**config.mk**
```make
export PLATFORM = sky130hd
export DESIGN_NAME = reg_bus_master_flat
export DESIGN_NICKNAME = d
export VERILOG_FILES = /design/src/rtl/reg_bus_pkg.sv /design/src/rtl/reg_bus_master_if.sv /design/src/rtl/reg_bus_timer.sv /design/src/rtl/reg_bus_master.sv /design/src/flat_wrapper.sv
export SDC_FILE = /design/constraint.sdc
export NUM_CORES = 1
export LEC_CHECK = 0
export ABC_AREA = 1
export CELL_PAD_IN_SITES_DETAIL_PLACEMENT = 0
export CELL_PAD_IN_SITES_GLOBAL_PLACEMENT = 1
export CORE_ASPECT_RATIO = 0.75
export CORE_MARGIN = 3
export CORE_UTILIZATION = 29
export DETAILED_ROUTE_END_ITERATION = 10
export MAX_ROUTING_LAYER = met4
export PLACE_DENSITY = 0.83
export SYNTH_ARGS = -nofsm -noshare
export SYNTH_HDL_FRONTEND = slang
export SYNTH_SLANG_ARGS = --single-unit
export TNS_END_PERCENT = 50
```
**constraint.sdc**
```tcl
create_clock -name clk -period 4 [get_ports clk]
set_clock_uncertainty 0.1 [all_clocks]
set_input_delay 0.8 -clock clk [delete_from_list [all_inputs] [get_ports clk]]
set_output_delay 0.8 -clock clk [all_outputs]
set_load 0.05 [all_outputs]
```
**src/rtl/reg_bus_pkg.sv**
```systemverilog
// Shared types and default sizing for the register-bus initiator.
// REG_BUS_MASTER_WRITE_VERIFY_EN adds the VERIFY state used for write readback.
package reg_bus_pkg;

    localparam int DEF_NUM_REGS       = 8;
    localparam int DEF_DATA_W         = 8;
    localparam int DEF_TIMEOUT_CYCLES = 15;

    typedef enum logic [2:0] {
        ST_IDLE   = 3'd0,
        ST_WRITE  = 3'd1,
        ST_READ   = 3'd2,
        ST_RESP   = 3'd3
`ifdef REG_BUS_MASTER_WRITE_VERIFY_EN
        ,
        ST_VERIFY = 3'd4
`endif
    } state_e;

endpackage

```
**src/rtl/reg_bus_master_if.sv**
```systemverilog
// Command, response and register-side signals of the register-bus initiator.
// Handshakes: a transfer happens on a rising edge where valid && ready; the
// sender holds valid and its payload stable until that edge.
interface reg_bus_master_if
    import reg_bus_pkg::*;
#(
    parameter int NUM_REGS = DEF_NUM_REGS,
    parameter int DATA_W   = DEF_DATA_W
);
    localparam int ADDR_W = $clog2(NUM_REGS);

    logic                       cmd_valid;
    logic                       cmd_ready;
    logic                       cmd_write;
    logic [ADDR_W-1:0]          cmd_addr;
    logic [DATA_W-1:0]          cmd_wdata;
    logic                       rsp_valid;
    logic                       rsp_ready;
    logic [DATA_W-1:0]          rsp_rdata;
    logic                       rsp_err;
    logic [NUM_REGS-1:0]        reg_wen;
    logic [NUM_REGS-1:0]        reg_ren;
    logic [DATA_W-1:0]          reg_wdata;
    logic [NUM_REGS*DATA_W-1:0] reg_rdata;
    logic [NUM_REGS-1:0]        reg_ready;

    modport master (
        input  cmd_valid, cmd_write, cmd_addr, cmd_wdata, rsp_ready, reg_rdata, reg_ready,
        output cmd_ready, rsp_valid, rsp_rdata, rsp_err, reg_wen, reg_ren, reg_wdata
    );

    modport slave (
        output cmd_valid, cmd_write, cmd_addr, cmd_wdata, rsp_ready, reg_rdata, reg_ready,
        input  cmd_ready, rsp_valid, rsp_rdata, rsp_err, reg_wen, reg_ren, reg_wdata
    );

endinterface

```
**src/rtl/reg_bus_timer.sv**
```systemverilog
// Read-wait counter; expired_o flags the last permitted read-enable cycle.
module reg_bus_timer
    import reg_bus_pkg::*;
#(
    parameter int TIMEOUT_CYCLES = DEF_TIMEOUT_CYCLES
) (
    input  logic clk,
    input  logic rst,
    input  logic clear_i,
    input  logic enable_i,
    output logic expired_o
);
    localparam int CNT_W = $clog2(TIMEOUT_CYCLES);
    localparam logic [CNT_W-1:0] LAST = CNT_W'(TIMEOUT_CYCLES - 1);

    logic [CNT_W-1:0] count_q, count_d;

    // count_q is the number of enable cycles already completed before this one
    assign expired_o = enable_i && (count_q == LAST);

    always_comb begin
        count_d = count_q;
        if (clear_i) begin
            count_d = '0;
        end else if (enable_i && !expired_o) begin
            count_d = count_q + CNT_W'(1);
        end
    end

    always_ff @(posedge clk) begin
        if (rst) begin
            count_q <= '0;
        end else begin
            count_q <= count_d;
        end
    end

endmodule

```
**src/rtl/reg_bus_master.sv**
```systemverilog
// Register-bus initiator: one command at a time, one-hot write strobe or held read enable.
// Define REG_BUS_MASTER_WRITE_VERIFY_EN to read back and compare every write.
module reg_bus_master
    import reg_bus_pkg::*;
#(
    parameter int NUM_REGS       = DEF_NUM_REGS,
    parameter int DATA_W         = DEF_DATA_W,
    parameter int TIMEOUT_CYCLES = DEF_TIMEOUT_CYCLES
) (
    input  logic             clk,
    input  logic             rst,
    reg_bus_master_if.master bus,
    output state_e           dbg_state_o
);
    localparam int ADDR_W = $clog2(NUM_REGS);
    localparam logic [NUM_REGS-1:0] ONE = {{(NUM_REGS-1){1'b0}}, 1'b1};

    state_e              state_q, state_d;
    logic [ADDR_W-1:0]   addr_q, addr_d;
    logic [DATA_W-1:0]   wdata_q, wdata_d;
    logic [NUM_REGS-1:0] wen_q, wen_d;
    logic [NUM_REGS-1:0] ren_q, ren_d;
    logic                rsp_valid_q, rsp_valid_d;
    logic                rsp_err_q, rsp_err_d;
    logic [DATA_W-1:0]   rsp_rdata_q, rsp_rdata_d;

    logic                accept;
    logic                waiting;
    logic                timer_expired;
    logic                sel_ready;
    logic [DATA_W-1:0]   sel_rdata;

    assign bus.cmd_ready = (state_q == ST_IDLE) && !rst;
    assign accept        = bus.cmd_valid && bus.cmd_ready;
    assign sel_ready     = bus.reg_ready[addr_q];
    assign sel_rdata     = bus.reg_rdata[int'(addr_q) * DATA_W +: DATA_W];

`ifdef REG_BUS_MASTER_WRITE_VERIFY_EN
    assign waiting = (state_q == ST_READ) || (state_q == ST_VERIFY);
`else
    assign waiting = (state_q == ST_READ);
`endif

    reg_bus_timer #(
        .TIMEOUT_CYCLES (TIMEOUT_CYCLES)
    ) u_timer (
        .clk       (clk),
        .rst       (rst),
        .clear_i   (!waiting),
        .enable_i  (waiting),
        .expired_o (timer_expired)
    );

    always_comb begin
        state_d     = state_q;
        addr_d      = addr_q;
        wdata_d     = wdata_q;
        wen_d       = '0;
        ren_d       = '0;
        rsp_valid_d = rsp_valid_q;
        rsp_err_d   = rsp_err_q;
        rsp_rdata_d = rsp_rdata_q;

        case (state_q)
            ST_IDLE: begin
                if (accept) begin
                    addr_d  = bus.cmd_addr;
                    wdata_d = bus.cmd_wdata;
                    if (int'(bus.cmd_addr) >= NUM_REGS) begin
                        state_d     = ST_RESP;
                        rsp_valid_d = 1'b1;
                        rsp_err_d   = 1'b1;
                        rsp_rdata_d = '0;
                    end else if (bus.cmd_write) begin
                        state_d = ST_WRITE;
                        wen_d   = ONE << bus.cmd_addr;
                    end else begin
                        state_d = ST_READ;
                        ren_d   = ONE << bus.cmd_addr;
                    end
                end
            end
            ST_WRITE: begin
`ifdef REG_BUS_MASTER_WRITE_VERIFY_EN
                state_d = ST_VERIFY;
                ren_d   = ONE << addr_q;
`else
                state_d     = ST_RESP;
                rsp_valid_d = 1'b1;
                rsp_err_d   = 1'b0;
                rsp_rdata_d = '0;
`endif
            end
            ST_READ: begin
                // a ready in the final allowed cycle still wins over the timeout
                if (sel_ready) begin
                    state_d     = ST_RESP;
                    rsp_valid_d = 1'b1;
                    rsp_err_d   = 1'b0;
                    rsp_rdata_d = sel_rdata;
                end else if (timer_expired) begin
                    state_d     = ST_RESP;
                    rsp_valid_d = 1'b1;
                    rsp_err_d   = 1'b1;
                    rsp_rdata_d = '0;
                end else begin
                    ren_d = ren_q;
                end
            end
`ifdef REG_BUS_MASTER_WRITE_VERIFY_EN
            ST_VERIFY: begin
                if (sel_ready) begin
                    state_d     = ST_RESP;
                    rsp_valid_d = 1'b1;
                    rsp_err_d   = (sel_rdata != wdata_q);
                    rsp_rdata_d = sel_rdata;
                end else if (timer_expired) begin
                    state_d     = ST_RESP;
                    rsp_valid_d = 1'b1;
                    rsp_err_d   = 1'b1;
                    rsp_rdata_d = '0;
                end else begin
                    ren_d = ren_q;
                end
            end
`endif
            ST_RESP: begin
                if (bus.rsp_ready) begin
                    state_d     = ST_IDLE;
                    rsp_valid_d = 1'b0;
                end
            end
            default: begin
                state_d = ST_IDLE;
            end
        endcase
    end

    always_ff @(posedge clk) begin
        if (rst) begin
            state_q     <= ST_IDLE;
            addr_q      <= '0;
            wdata_q     <= '0;
            wen_q       <= '0;
            ren_q       <= '0;
            rsp_valid_q <= 1'b0;
            rsp_err_q   <= 1'b0;
            rsp_rdata_q <= '0;
        end else begin
            state_q     <= state_d;
            addr_q      <= addr_d;
            wdata_q     <= wdata_d;
            wen_q       <= wen_d;
            ren_q       <= ren_d;
            rsp_valid_q <= rsp_valid_d;
            rsp_err_q   <= rsp_err_d;
            rsp_rdata_q <= rsp_rdata_d;
        end
    end

    assign bus.reg_wen   = wen_q;
    assign bus.reg_ren   = ren_q;
    assign bus.reg_wdata = wdata_q;
    assign bus.rsp_valid = rsp_valid_q;
    assign bus.rsp_err   = rsp_err_q;
    assign bus.rsp_rdata = rsp_rdata_q;
    assign dbg_state_o   = state_q;

endmodule

```
**src/flat_wrapper.sv**
```systemverilog
// flat-port wrapper written by rule: the top's interface ports become plain ports
module reg_bus_master_flat import reg_bus_pkg::*;
#(
    parameter int NUM_REGS       = DEF_NUM_REGS,
    parameter int DATA_W         = DEF_DATA_W,
    parameter int TIMEOUT_CYCLES = DEF_TIMEOUT_CYCLES
)
  (clk, rst, dbg_state_o, bus_cmd_valid, bus_cmd_write, bus_cmd_addr, bus_cmd_wdata, bus_rsp_ready, bus_reg_rdata, bus_reg_ready, bus_cmd_ready, bus_rsp_valid, bus_rsp_rdata, bus_rsp_err, bus_reg_wen, bus_reg_ren, bus_reg_wdata);
  reg_bus_master_if #(.NUM_REGS(NUM_REGS), .DATA_W(DATA_W)) bus_i ();
  input  logic clk;
  input  logic rst;
  output state_e dbg_state_o;
  input wire logic [$bits(bus_i.cmd_valid)-1:0] bus_cmd_valid;
  input wire logic [$bits(bus_i.cmd_write)-1:0] bus_cmd_write;
  input wire logic [$bits(bus_i.cmd_addr)-1:0] bus_cmd_addr;
  input wire logic [$bits(bus_i.cmd_wdata)-1:0] bus_cmd_wdata;
  input wire logic [$bits(bus_i.rsp_ready)-1:0] bus_rsp_ready;
  input wire logic [$bits(bus_i.reg_rdata)-1:0] bus_reg_rdata;
  input wire logic [$bits(bus_i.reg_ready)-1:0] bus_reg_ready;
  output wire logic [$bits(bus_i.cmd_ready)-1:0] bus_cmd_ready;
  output wire logic [$bits(bus_i.rsp_valid)-1:0] bus_rsp_valid;
  output wire logic [$bits(bus_i.rsp_rdata)-1:0] bus_rsp_rdata;
  output wire logic [$bits(bus_i.rsp_err)-1:0] bus_rsp_err;
  output wire logic [$bits(bus_i.reg_wen)-1:0] bus_reg_wen;
  output wire logic [$bits(bus_i.reg_ren)-1:0] bus_reg_ren;
  output wire logic [$bits(bus_i.reg_wdata)-1:0] bus_reg_wdata;
  assign bus_i.cmd_valid = bus_cmd_valid;
  assign bus_i.cmd_write = bus_cmd_write;
  assign bus_i.cmd_addr = bus_cmd_addr;
  assign bus_i.cmd_wdata = bus_cmd_wdata;
  assign bus_i.rsp_ready = bus_rsp_ready;
  assign bus_i.reg_rdata = bus_reg_rdata;
  assign bus_i.reg_ready = bus_reg_ready;
  assign bus_cmd_ready = bus_i.cmd_ready;
  assign bus_rsp_valid = bus_i.rsp_valid;
  assign bus_rsp_rdata = bus_i.rsp_rdata;
  assign bus_rsp_err = bus_i.rsp_err;
  assign bus_reg_wen = bus_i.reg_wen;
  assign bus_reg_ren = bus_i.reg_ren;
  assign bus_reg_wdata = bus_i.reg_wdata;
  reg_bus_master #(.NUM_REGS(NUM_REGS), .DATA_W(DATA_W), .TIMEOUT_CYCLES(TIMEOUT_CYCLES)) u_core (.clk(clk), .rst(rst), .bus(bus_i), .dbg_state_o(dbg_state_o));
endmodule
```
==> impl_metrics.env <==
export IMPL_final_min_clock_period_ns=3.100
export IMPL_ys_flop_type="dfxtp_1"
export IMPL_portBuffers=124
export IMPL_seq_area_frac_synth_pct=30.88
export IMPL_arrival_ns=2.20
export IMPL_top_layer_used="met4"
export IMPL_crit_path_frequent_cell="clkdlybuf4s50_1"
export IMPL_area_growth_pct=53.55
export IMPL_route_met3_wl_um=526
export IMPL_core_area_mm2=0.009196
export IMPL_max_freq_mhz=322.6
export IMPL_async_flop_share_pct=0
export IMPL_rsz0062_at_grt="false"
export IMPL_worstPathCellList="clkdlybuf4s50_1, nor2_4, clkdlybuf4s50_1"
export IMPL_synth_seq_cells=43
export IMPL_start_kind="input pin"
export IMPL_setup_ws_ns=0.9002
export IMPL_pre_cts_slack_ns=0.8916
export IMPL_critPathMaxStageDelay_ns=0.81
export IMPL_yosys_area_top_type="dfxtp_1"
export IMPL_die_h_um=90.91
export IMPL_place_gp_congestion=0.8099
export IMPL_p_leak_nw=2.185
export IMPL_synth_edf_count=0
export IMPL_cp_top_family="buffers and inverters"
export IMPL_path_max_fanout=2
export IMPL_clk_latency_ns=0.28
export IMPL_syn_area_mm2=0.002788
export IMPL_syn_num_nets=586
export IMPL_crit_buf_inv=2
export IMPL_cts_tree="built"
export IMPL_m1WireLength_mm=4.454
export IMPL_wl_met2_mm=3.569
export IMPL_drv_cap=0
export IMPL_status="complete, no violations"
export IMPL_drv_slew=0
export IMPL_end_kind="primary output"
export IMPL_fp_dieArea_mm2=0.01084
export IMPL_dr_pass1_iters=5
export IMPL_avgSynthCellArea_um2=5.678
export IMPL_drc=0
export IMPL_maxSlewHeadroom_pct=46.50
export IMPL_hpwl_mm=6.494
export IMPL_vias_per_cell=4.238
export IMPL_drt_iter0_drc=196
export IMPL_critical_path_slowest_cell="clkdlybuf4s50_1"
export IMPL_n_antenna_cell=0
export IMPL_ys_warn_count=0
export IMPL_synth_top_cell_area_share_pct=30.88
export IMPL_grt_pass1_wl_mm=14.28
export IMPL_timing_final_crit_share_pct=77.49
export IMPL_finalSetupViolations=0
export IMPL_worstMarginPinSlew_ns=0.8015
export IMPL_rows=30
export IMPL_holdBufCountCts=0
export IMPL_worst_hold_slack_ns=0.3635
export IMPL_pin_count=126
export IMPL_clockBufferDepth=2
export IMPL_synthTopCellsByArea="dfxtp_1, nand2_1, inv_1, nand3_1, nor2_1"
export IMPL_grtUsageTotal_pct=16.37
export IMPL_drive_above_1_share_pct=3.460
export IMPL_min_path_type="flop to flop"
export IMPL_crit_type="input pin to primary output"
export IMPL_hold_viol=0
export IMPL_cts_setup_buffers=0
export IMPL_wirelength_mm=8.594
export IMPL_routedWlPerCell_um=11.69
export IMPL_fin_nets=701
export IMPL_start_util_pct=30.31
export IMPL_antenna_left=0
export IMPL_vdd_drop_max_mv=0.2322
export IMPL_path_clk_slew_ns=0.07
export IMPL_postSynthCellCount=491
export IMPL_die_w_um=119.2
export IMPL_grt_pass1_vias=3027
export IMPL_htreeDepth=2
export IMPL_antenna_found_initial=0
export IMPL_ctsResizeCount=0
export IMPL_clkSinkCount=43
export IMPL_finalSetupTns_ns=0
export IMPL_root_buffer="clkbuf_16"
export IMPL_required_ns=3.10
export IMPL_grt_overflow=0
export IMPL_p_per_area_mw_per_mm2=560.7
export IMPL_numCtsBuffers=5
export IMPL_ys_types=23
export IMPL_grt_max_degree=38
export IMPL_vias=3115
kinds of logic (layout without fill, tap and decap cells):
family	count (synthesis)	count (layout)	synth area share [%]
other	1	1	0.1345
AOI/OAI and AO/OA	21	21	3.860
adders and majority gates	7	7	3.142
buffers and inverters	125	241	18.04
DFF	43	43	30.88
and+or+nand+nor	294	294	43.94
worst register-to-register path: stages, from the launching register on:
cell	delay, ns
dfxtp_1	0.84
inv_2	0.34
nand3_1	0.17
nand3_1	0.15
nand2_2	0.14
nand2_4	0.12
inv_1	0.23
nor2_1	0.08
nor2_1	0.10
metal layers:
metal	up-vias	global-route usage [%]
li1	1672	-
met1	1350	23.00
met2	88	23.98
met3	5	3.694
met4	0	3.472
met5	-	-
path summary, 6_finish.rpt:
kind	start	slack (ns)	end	cells past startpoint
setup / recovery	rst	0.90	bus_cmd_ready	3
setup reg to reg	u_core.addr_q[1]$_SDFFE_PP0P_	1.67	u_core.bus.reg_ren[5]$_SDFFE_PP0N_	8
hold reg to reg	u_core.bus.reg_wdata[4]$_SDFFE_PP0P_	0.36	u_core.bus.reg_wdata[4]$_SDFFE_PP0P_	2
hold / removal	u_core.bus.reg_wdata[4]$_SDFFE_PP0P_	0.36	u_core.bus.reg_wdata[4]$_SDFFE_PP0P_	2
Yosys cell counts (2+ instances only):
cell type,instances
nand2_4,2
nand2_1,162
buf_4,2
clkbuf_1,5
inv_1,102
nand2_2,2
a21oi_1,8
o21ai_0,12
buf_2,9
dfxtp_1,43
nand3_1,60
nor2_1,63
buf_6,2
inv_2,4
ha_1,7
cells in the final DEF, fill, tap and decap left out:
| cell | n |
|---|---|
| clkbuf_8 | 1 |
| nor4_2 | 1 |
| dfxtp_1 | 43 |
| ha_1 | 7 |
| nor2_1 | 63 |
| nand2_4 | 2 |
| clkbuf_16 | 5 |
| nor4_1 | 1 |
| a21oi_1 | 8 |
| a211oi_1 | 1 |
| clkinv_1 | 1 |
| inv_1 | 102 |
| inv_2 | 4 |
| nand2_1 | 162 |
| inv_6 | 1 |
| o21ai_0 | 12 |
| conb_1 | 1 |
| nor3_1 | 1 |
| nand3_2 | 1 |
| nand3_1 | 60 |
| clkdlybuf4s50_1 | 124 |
| nand2_2 | 2 |
| buf_4 | 2 |
| nor2_4 | 1 |
| bufinv_16 | 1 |
through the flow:
stage	cells	total power, W	cell area [um2]	util (%)
3_3_place_gp	727	0.001914	4103	44.61
6_report	735	0.002400	4280	46.54
2_1_floorplan	491	0.001551	2788	-
4_1_cts	735	0.002421	4280	46.54
3_5_place_dp	727	0.001919	4103	44.61
5_1_grt	735	0.002605	4280	46.54
sequential cells by signal, indices dropped and copies added, names as in the netlist:
| name | count |
|---|---|
| u_core.u_timer.count_q | 4 |
| u_core.bus.reg_wen | 8 |
| u_core.bus.reg_wdata | 8 |
| u_core.addr_q | 3 |
| u_core.bus.reg_ren | 8 |
| u_core.bus.rsp_rdata | 8 |
| u_core.bus.rsp_valid | 1 |
| u_core.dbg_state_o | 2 |
| u_core.bus.rsp_err | 1 |
area by class of cell:
class	count	area, um2
multi-input combinational	323	1424
clock buffer	6	138.9
tap	128	160.2
inverter	107	401.6
sequential	43	860.8
clock inverter	2	38.79
fill	939	4916
timing repair buffer	126	1256
power breakdown:
part / internal (W) / switching [W] / leakage, nW / total, W
Combinational: 0.000463 / 0.000844 / 1.75 / 0.00131
Clock: 0.000314 / 0.000177 / 0.0875 / 0.000491
Sequential: 0.000526 / 0.0000759 / 0.351 / 0.000602
Total: 0.00130 / 0.00110 / 2.18 / 0.00240
(Power assumes the default switching activity.)
